==> config.mk <==
export PLATFORM = sky130hd
export DESIGN_NAME = robot_vacuum_controller
export DESIGN_NICKNAME = d
export VERILOG_FILES = /design/src/rtl/robot_vacuum_controller.sv
export SDC_FILE = /design/constraint.sdc
export NUM_CORES = 1
export LEC_CHECK = 0
export ABC_CLOCK_PERIOD_IN_PS = 3070
export BUFFER_PORTS_ARGS = -buffer_cell sky130_fd_sc_hd__buf_2
export CORE_ASPECT_RATIO = 1.2
export CORE_UTILIZATION = 42
export CTS_CLUSTER_DIAMETER = 80
export CTS_CLUSTER_SIZE = 8
export DETAILED_ROUTE_END_ITERATION = 10
export PLACE_DENSITY_LB_ADDON = 0.25
export SYNTH_ARGS = -nofsm -noshare
export SYNTH_HDL_FRONTEND = slang
export SYNTH_SLANG_ARGS = --single-unit
==> constraint.sdc <==
create_clock -name clk -period 3.07 [get_ports clk]
set_input_delay 0.4605 -clock clk [delete_from_list [all_inputs] [get_ports clk]]
set_output_delay 0.4605 -clock clk [all_outputs]
set_load 0.01 [all_outputs]
==> src/rtl/robot_vacuum_controller.sv <==
// Robot vacuum run sequencer: IDLE -> UNDOCK -> CLEAN (<-> PAUSE) -> RETURN -> IDLE,
// with low-battery refusal/abort, user stop, obstacle pause and a saturating run counter.
module robot_vacuum_controller #(
    parameter int          UNDOCK_CYCLES = 4,
    parameter int          CLEAN_CYCLES  = 16,
    parameter int          DOCK_CYCLES   = 4,
    parameter logic [7:0]  LOW_BATT      = 8'd20
) (
    input  logic        clk,
    input  logic        rst,
    input  logic        start_cleaning,
    input  logic        stop,
    input  logic [7:0]  battery_level,
    input  logic        obstacle,
    output logic [2:0]  state,
    output logic        busy,
    output logic        motor_on,
    output logic        brush_on,
    output logic        clean_done,
    output logic        aborted,
    output logic        rejected,
    output logic [7:0]  runs_completed
);

    typedef enum logic [2:0] {
        S_IDLE   = 3'd0,
        S_UNDOCK = 3'd1,
        S_CLEAN  = 3'd2,
        S_PAUSE  = 3'd3,
        S_RETURN = 3'd4
    } state_t;

    localparam logic [7:0]  UNDOCK_LAST = 8'(UNDOCK_CYCLES - 1);
    localparam logic [15:0] CLEAN_LAST  = 16'(CLEAN_CYCLES - 1);
    localparam logic [7:0]  DOCK_LAST   = 8'(DOCK_CYCLES - 1);

    state_t      state_q;
    state_t      state_next;
    logic [7:0]  phase_cnt;
    logic [7:0]  phase_cnt_next;
    logic [15:0] clean_cnt;
    logic [15:0] clean_cnt_next;
    logic        success;
    logic        success_next;
    logic        start_prev;
    logic        done_next;
    logic        abort_next;
    logic        reject_next;
    logic [7:0]  runs_next;
    logic        start_evt;
    logic        low_batt;
    logic        quit;

    assign start_evt = start_cleaning & ~start_prev;
    assign low_batt  = battery_level < LOW_BATT;
    assign quit      = stop | low_batt;
    assign state     = state_q;

    always_comb begin
        state_next     = state_q;
        phase_cnt_next = phase_cnt;
        clean_cnt_next = clean_cnt;
        success_next   = success;
        done_next      = 1'b0;
        abort_next     = 1'b0;
        reject_next    = 1'b0;
        runs_next      = runs_completed;
        case (state_q)
            S_IDLE: begin
                if (start_evt) begin
                    if (low_batt) begin
                        reject_next = 1'b1;
                    end else begin
                        state_next     = S_UNDOCK;
                        phase_cnt_next = 8'd0;
                        success_next   = 1'b0;
                    end
                end
            end
            S_UNDOCK: begin
                if (quit) begin
                    state_next     = S_RETURN;
                    phase_cnt_next = 8'd0;
                    success_next   = 1'b0;
                end else if (phase_cnt == UNDOCK_LAST) begin
                    state_next     = S_CLEAN;
                    clean_cnt_next = 16'd0;
                end else begin
                    phase_cnt_next = phase_cnt + 8'd1;
                end
            end
            S_CLEAN: begin
                if (quit) begin
                    state_next     = S_RETURN;
                    phase_cnt_next = 8'd0;
                    success_next   = 1'b0;
                end else if (obstacle) begin
                    // The cycle that spots the obstacle still counts as cleaning time,
                    // except the last one, which must be repeated after the pause.
                    state_next     = S_PAUSE;
                    clean_cnt_next = (clean_cnt == CLEAN_LAST) ? clean_cnt : clean_cnt + 16'd1;
                end else if (clean_cnt == CLEAN_LAST) begin
                    state_next     = S_RETURN;
                    phase_cnt_next = 8'd0;
                    success_next   = 1'b1;
                end else begin
                    clean_cnt_next = clean_cnt + 16'd1;
                end
            end
            S_PAUSE: begin
                if (quit) begin
                    state_next     = S_RETURN;
                    phase_cnt_next = 8'd0;
                    success_next   = 1'b0;
                end else if (!obstacle) begin
                    state_next = S_CLEAN;
                end
            end
            S_RETURN: begin
                if (phase_cnt == DOCK_LAST) begin
                    state_next = S_IDLE;
                    if (success) begin
                        done_next = 1'b1;
                        runs_next = (runs_completed == 8'hFF) ? runs_completed
                                                              : runs_completed + 8'd1;
                    end else begin
                        abort_next = 1'b1;
                    end
                end else begin
                    phase_cnt_next = phase_cnt + 8'd1;
                end
            end
            default: state_next = S_IDLE;
        endcase
    end

    // Outputs are decoded from the next state so they line up with the state register.
    always_ff @(posedge clk) begin
        if (rst) begin
            state_q        <= S_IDLE;
            phase_cnt      <= 8'd0;
            clean_cnt      <= 16'd0;
            success        <= 1'b0;
            start_prev     <= 1'b1;
            busy           <= 1'b0;
            motor_on       <= 1'b0;
            brush_on       <= 1'b0;
            clean_done     <= 1'b0;
            aborted        <= 1'b0;
            rejected       <= 1'b0;
            runs_completed <= 8'd0;
        end else begin
            state_q        <= state_next;
            phase_cnt      <= phase_cnt_next;
            clean_cnt      <= clean_cnt_next;
            success        <= success_next;
            start_prev     <= start_cleaning;
            busy           <= (state_next != S_IDLE);
            motor_on       <= (state_next == S_UNDOCK) || (state_next == S_CLEAN) ||
                              (state_next == S_RETURN);
            brush_on       <= (state_next == S_CLEAN);
            clean_done     <= done_next;
            aborted        <= abort_next;
            rejected       <= reject_next;
            runs_completed <= runs_next;
        end
    end

endmodule
# --- Word level (Yosys, flattened, before mapping) ---
# Cells that the tools add are included.
# W data, S select, Z words.
word_totals:
  reg_bits: 43
  inputBits: 13
classes:
  n_addsub: 3
  order_cmp: 1
  n_eq_ne: 20
  mux: 35
  bitwise_logic: 8
  n_reduce_logical: 14
ops:
  columns: ["op", "n"]
  rows:
  - ["$mux W16", 4]
  - ["$mux W8", 8]
  - ["$pmux W8 S5", 1]
  - ["$pmux W16 S2", 1]
  - ["$mux W3", 10]
  - ["$add A16 B1 Y16 const B", 1]
  - ["$add A8 B1 Y8 const B", 2]
  - ["$eq A16 B4 Y1 const B", 1]
  - ["$pmux W3 S5", 1]
  - ["$ne A2 B2 Y1 const B", 7]
  - ["$reduce_and A6 Y1", 2]
  - ["$eq A3 B2 Y1 const B", 3]
  - ["$mux W1", 9]
  - ["$eq A8 B2 Y1 const B", 1]
  - ["$eq A8 B8 Y1 const B", 1]
  - ["$lt A8 B5 Y1 const B", 1]
  - ["$eq A3 B1 Y1 const B", 2]
  - ["$eq A3 B3 Y1 const B", 2]
  - ["$ne A3 B3 Y1 const B", 2]
  - ["$not A1 Y1", 6]
  - ["$reduce_bool A3 Y1", 2]
  - ["$reduce_or A3 Y1", 2]
  - ["$reduce_and A5 Y1", 1]
  - ["$reduce_bool A5 Y1", 1]
  - ["other kinds (9)", 10]

# --- Depth between registers and ports, before layout ---
# Gate-level depths: netlist of run 1.
depth:
  depth_word: 8
  ltp_mapped: 8
  ltp_nobuf: 7

# --- Worst setup path before layout of run 1 ---
# No wires, ideal clock.
synth_timing:
  path_kind: "register to register"
  start: "register clean_cnt[0]"
  end: "register success"
  setup_ns: 0.070
  arrival_ns: 1.941
  required_ns: 3.000
  slack_ns: 1.059
  path_stages_with_launch: 8
  path_buffers: 0
  period_less_slack_ns: 2.011
  path_cell_list: "dfxtp_1 ha_1 and4bb_2 and4_1 nor2_2 or3_4 or3_1 a21oi_1"
synth_between:
  elab_chain_cells: 3
synth_rtl:
  columns: ["element", "line", "text"]
  rows:
  - ["start, declared", "41", "logic [15:0] clean_cnt;"]
  - ["start signal, assigned", "155", "clean_cnt <= clean_cnt_next;"]
  - ["$eq A16 B4 Y1", "102", "end else if (clean_cnt == CLEAN_LAST) begin"]
  - ["$ne A3 B3 Y1 (no line)", null, null]
  - ["$reduce_and A6 Y1 (no line)", null, null]
  - ["end signal, assigned", "156", "success <= success_next;"]
  - ["end, declared", "43", "logic success;"]
# Every way passes these cells.
# A chain may end at the register's enable or synchronous reset.

# --- Worst setup path in the final report of run 1 ---
layout_timing:
  start: "register clean_cnt[0]"
  end: "register clean_cnt[15]"
layout_between:
  elab_chain_cells: 4
layout_rtl:
  columns: ["element", "line", "text"]
  rows:
  - ["$add A16 B1 Y16", "101, 107", null]
  - ["$mux W16", "101, 102", null]
  - ["$mux W16", "93", "if (quit) begin"]
  - ["$pmux W16 S2", "68", "case (state_q)"]
# Several ways; a longest one is shown, not always the timed one. The select of a mux whose other input is x is not followed.

==> results by group, run 1 <==
Setup path
  – Slowest-stage cell, CP: a21oi_2
  – CP Capture Type: flop
  – Kind of critical path: flop to flop
  – Max incr delay on CP: 730 ps
  – Startpoint types: flop
  – Crit path DAT: roughly 2500 ps
  – Worst path required time: about 3200 ps
  – CP Max Fanout: 16
  – CP Cell Sequence: ha_1, and4bb_2, nand4_1, a21oi_2, nand4b_1, xor2_1, nor2_1

Clock tree
  – # Post-CTS Setup Buffers: 0
  – Hold_buf cts: 0
  – Root buf cell: clkbuf_8
  – H-tree levels: 2
  – Skew-Pair Late Insertion Delay: roughly 290 ps
  – Worst-path clk slew: 90 ps
  – CTS tree: done
  – Worst-case clock buffer depth: 2
  – Total CTS buffers: 5
  – Post-CTS sizing: 0
  – Num Clock Sinks: 43

Yosys
  – Yosys reg bits: 43
  – EDFF count, synth: 0
  – Synth top area cells: dfxtp_1 38%, nor2_1 6.9%, xnor2_1 6.6%
  – Synth top cells by count: 43 x dfxtp_1, 42 x nor2_1, 17 x xnor2_1
  – Top-count cell post-synth: dfxtp_1
  – Yosys top cell area share: 0.379
  – Syn_area_per_cell: 9.24 um2
  – Cell area after synthesis: 2270 um2
  – Top FF cell, synth: dfxtp_1
  – Seq/Total Area, Yosys: 0.379
  – Asr flop ratio synth: 0
  – Syn Nets: 262
  – Synth cell types: 57
  – Leading area contributor after synthesis: dfxtp_1
  – Gate count after technology mapping: around 250
  – Warnings, synthesis: 0

Die
  – Initial Util: 0.447
  – Die height: about 83 um
  – DIE AREA: 5710 um2
  – Die X: 69.1 um
  – Std-Cell Rows: 28
  – Core area: 5080 um2
  – Num ports: 30

Detailed routing
  – Vias/cell: approximately 5.5
  – Drt first pass iters: 4
  – Uppermost layer routed: met4
  – Residual DRC: 0
  – WL/cell: 13.4 um
  – Metal2 WL: 2150 um
  – Post-route ant nets: 0
  – Met3 WL: 126 um
  – Vias post-DR: about 1800
  – Iter 0 DRT Violations: 127
  – Met1 Wirelength: roughly 2100 um
  – Drt total wl: 4450 um

STA
  – Maximum clock frequency: 424 MHz
  – Final period util: 0.769
  – Slew Limit Fails: 0
  – Worst Clk Skew: 6.19 ps
  – RSZ-0062 raised after global routing: false
  – Setup TNS: 0 ps
  – Worst slew margin: 0.382
  – Endpoints failing setup: 0
  – Tmin final: 2360 ps
  – Worst-margin pin slew: 927 ps
  – Final Hold Fails: 0

Layout
  – Nets: roughly 290
  – Filler Cells Inserted: 488
  – Register Area: roughly 860 um2
  – Post-route insts no fill: between 300 and 400
  – Multi-input gate area: 1340 um2
  – Layout cell share with drive strength beyond 1: 0.254
  – N_diodes: 0
  – Area Growth Syn to Fin: 10.8%

Hold path
  – Hold Path Class: input pin to flop

Power and ir drop
  – VDD IR max: 0.000191 V
  – Power per cell area: 390 nW/um2
  – Lkg Pwr: 0.896 nW

Global route
  – Largest net degree at the start of global routing: 22
  – Grt total ovfl: 0
  – First-pass GRT wire length: 7750 um
  – Initial antenna violation count: 0
  – Vias in the first global route: roughly 1700
  – All-Layer GR Usage: 0.167

Job
  – Max Cap Viol: 0

Place
  – Placed cell count: ~320
  – Port bufs: 27
  – Routability congestion estimate: 0.765
  – DP HPWL: 3200 um

Run status
  – Outcome: complete, no violations
[registers in the layout (all words and copies together) (netlist names)]
signal / cells
start_prev: 1
phase_cnt: 8
brush_on: 1
busy: 1
clean_done: 1
success: 1
state: 3
runs_completed: 8
aborted: 1
rejected: 1
clean_cnt: 16
motor_on: 1
[critical path, delay by kind of cell, from the launching register on]
kind	cells	cell delay, ps
AO/OA/AOI/OAI	1	730
AND/OR/NAND/NOR	4	670
flip-flops	1	390
adder cells (fa/ha/maj)	1	300
XOR/XNOR	1	150
[cell usage in the layout, fill, tap and decap left out, types with 4 or more instances in the layout]
master    instances
dfxtp_1          43
nand4_1           9
a21oi_1           7
nor2_1           42
clkbuf_8          5
buf_2            27
nor3_2            5
xnor2_1          17
nor4_2            5
nand2_1           7
nand3_1          11
inv_1             4
nor3_1            5
xor2_1            9
and3_1            6
[area by class of cell]
| class | instances | area share |
|---|---|---|
| sequential | 43 | 0.342 |
| multi-input combinational | 190 | 0.533 |
| clock buffer | 5 | 0.0273 |
| inverter | 4 | 0.00596 |
| tap | 60 | 0.0298 |
| clock inverter | 3 | 0.00795 |
| timing repair buffer | 27 | 0.0537 |
[per-layer routing]
metal / up-vias / GRT usage
met5: - / 0
met4: 0 / 0.0571
met3: 6 / 0.0328
met2: 34 / 0.289
met1: 871 / 0.210
li1: 930 / -
[cells by family (layout without fill, tap and decap cells)]
group | after synthesis | in the layout | synth area share
AND/OR/NAND/NOR | 129 | 129 | 0.361
flip-flops | 43 | 43 | 0.379
AO/OA/AOI/OAI | 31 | 31 | 0.109
XOR/XNOR | 26 | 26 | 0.100
buffers and inverters | 13 | 39 | 0.0303
adder cells (fa/ha/maj) | 3 | 3 | 0.0165
multiplexers | 1 | 1 | 0.00441
[per-stage QoR]
stage	hold WS [ps]	instance area, um2	power (mW)	utilization	worst slack (ps)
finish	365	2520	0.982	0.496	709
global route	365	2520	1.03	0.496	484
CTS	356	2520	1.00	0.496	709
detailed placement	456	2430	0.639	0.478	696
global placement	460	2430	0.638	0.478	713
floorplan	423	2270	0.620	-	1060
[path summary, 6_finish.rpt]
check	start	end	slack [ps]	cells past startpoint
setup reg to reg	clean_cnt[0]	clean_cnt[15]	710	7
hold / removal	start_cleaning	start_prev	360	2
hold reg to reg	success	aborted	470	1
setup / recovery	clean_cnt[0]	clean_cnt[15]	710	7
[where the power goes]
group | switching [mW] | leakage [nW] | internal (mW) | total, mW
Combinational | 0.0374 | 0.509 | 0.0211 | 0.0585
Clock | 0.199 | 0.0402 | 0.158 | 0.357
Sequential | 0.00453 | 0.347 | 0.562 | 0.566
Total | 0.241 | 0.896 | 0.741 | 0.982
(Power assumes the default switching activity.)
==> run 2, diff against run 1 <==
ABC_CLOCK_PERIOD_IN_PS = 2000   (was 3070)
clock period = 2 ns   (was 3.07 ns; I/O delays follow)
==> results by group, run 2 (synthesis results as in run 1) <==
Power and ir drop
  – Net Sw Power: 0.375 mW
  – Switch share: 0.221
  – Lkg Pwr: about 1.1 nW
  – Total power: 1.70 mW
  – Clk pwr share: 0.417
  – Sequential group share of total power: 0.511
  – Total internal power: 1.32 mW
  – Power share of the combinational group: 0.072
  – VDD IR max: 0.000472 V
  – Power per cell area: 577 nW/um2

Detailed routing
  – Vias/cell: 5.21
  – Post-route ant nets: 0
  – Drt first pass iters: 4
  – WL/cell: 13.2 um
  – Drt total wl: approximately 5000 um
  – Iter 0 DRT Violations: 68
  – Residual DRC: 0
  – Vias post-DR: 1947

Setup path
  – Most frequent cell on the critical path: or3_4
  – CP Capture Type: flop
  – Worst path required time: around 2200 ps
  – Kind of critical path: flop to flop
  – Slowest-stage cell, CP: or3_4
  – Max incr delay on CP: approximately 400 ps
  – CP Buf/Inv Count: 1
  – Crit path DAT: 2130 ps
  – Startpoint types: flop
  – Worst R2R Setup Slack: roughly 53 ps
  – Worst path top cell family by delay: simple AND/OR/NAND/NOR gates
  – CP Cell Sequence: or3_4, or3_4, a311oi_4, buf_4, nand4_1, xor2_1, nor2_1
  – CP Max Fanout: 3

Clock tree
  – Num Clock Sinks: 43
  – H-tree levels: 2
  – CTS tree: done
  – Hold_buf cts: 0
  – Skew-Pair Late Insertion Delay: approximately 300 ps
  – Total CTS buffers: 5
  – Worst-case clock buffer depth: 2
  – Worst-path clk slew: around 80 ps
  – Root buf cell: clkbuf_8

Place
  – Routability congestion estimate: 0.787
  – DP HPWL: 3540 um
  – Port bufs: 27

Layout
  – Area Growth Syn to Fin: 29.4%
  – Reg with most FFs: clean_cnt
  – Most common cell after layout, fill and taps aside: nor2_1
  – Filler Cells Inserted: 459
  – Nets: 329
  – Final core utilization: 0.579
  – Layout cell share with drive strength beyond 1: 0.392
  – Biggest regs: clean_cnt: 16 flops, phase_cnt: 8 flops, runs_completed: 8 flops
  – N_diodes: 0
  – Max reg flops: 16
  – Most frequent cells in the layout: 41 x nor2_1, 40 x buf_4, 38 x dfxtp_1

Global route
  – First-pass GRT wire length: 8330 um
  – Vias in the first global route: 1900
  – Largest net degree at the start of global routing: 22
  – Initial antenna violation count: 0
  – Grt total ovfl: 0
  – All-Layer GR Usage: 0.182

STA
  – Worst-margin pin slew: about 550 ps
  – Endpoints failing setup: 0
  – Final Hold Fails: 0
  – Worst slew margin: 0.634
  – Slew Limit Fails: 0
  – Final period util: 0.973
  – Tmin final: 1950 ps
  – Maximum clock frequency: 514 MHz
  – Worst Clk Skew: 7.63 ps
  – RSZ-0062 raised after global routing: true

Die
  – Die X: 69.1 um
  – Initial Util: 0.447
  – Std-Cell Rows: 28
  – Die height: 82.6 um
  – DIE AREA: 5710 um2
  – Num ports: 30
  – Core area: 5080 um2

Run status
  – Outcome: complete, no violations

Hold path
  – Hold Path Class: input pin to flop

Job
  – Max Cap Viol: 0
-- run 2: cell types whose count changed in the layout (fill, tap and decap cells not counted), sizes merged --
cell / delta
clkinvlp: -2
clkbuf: +1
buf: +42
bufinv: +1
-- run 2: stage by stage --
step	hold WS, ps	cell area [um2]	setup slack (ps)	TNS (ps)	std cells
2_1_floorplan	407	2270	11.5	0	246
3_3_place_gp	465	2740	-138	-1090	364
3_5_place_dp	466	2740	-121	-838	364
4_1_cts	194	2870	10.7	0	372
5_1_grt	192	2940	-57.9	-261	374
6_report	199	2940	53.3	0	374
-- run 2: path summary, 6_finish.rpt --
kind | end | startpoint | cells after the start
setup / recovery | runs_completed[6] | phase_cnt[3] | 7
hold reg to reg | clean_done | success | 2
hold / removal | start_prev | start_cleaning | 2
setup reg to reg | runs_completed[6] | phase_cnt[3] | 7
-- run 2: area by class of cell --
| cell class | instances | area (um2) | area share |
|---|---|---|---|
| Clock buffer | 6 | 82.6 | 0.0281 |
| Clock inverter | 2 | 35.0 | 0.0119 |
| Inverter | 4 | 15.0 | 0.00511 |
| Multi-Input combinational cell | 190 | 1400 | 0.476 |
| Sequential cell | 43 | 867 | 0.295 |
| Tap cell | 60 | 75.1 | 0.0255 |
| Timing Repair Buffer | 69 | 467 | 0.159 |
-- run 2: repair_timing --
| item | CTS | global route |
|---|---|---|
| pin swaps | 0 | 5 |
| setup endpoints to repair | 18 | 29 |
| buffers inserted | 0 | 2 |
| gates resized for setup | 3 | 12 |
-- run 2: power groups by stage --
stage | Clock [mW] | Combinational, mW | Sequential (mW)
global route | 0.762 | 0.136 | 0.867
CTS | 0.727 | 0.122 | 0.866
global placement | 0 | 0.119 | 0.886
finish | 0.706 | 0.123 | 0.866
floorplan | 0 | 0.0637 | 0.888
detailed placement | 0 | 0.120 | 0.886
-- run 2: per-layer routing --
metal | vias up | share of wire | track usage
li1 | 1013 | - | -
met1 | 895 | 0.48 | 0.217
met2 | 33 | 0.48 | 0.321
met3 | 6 | 0.026 | 0.0376
met4 | 0 | 0.015 | 0.0755
met5 | - | 0 | 0
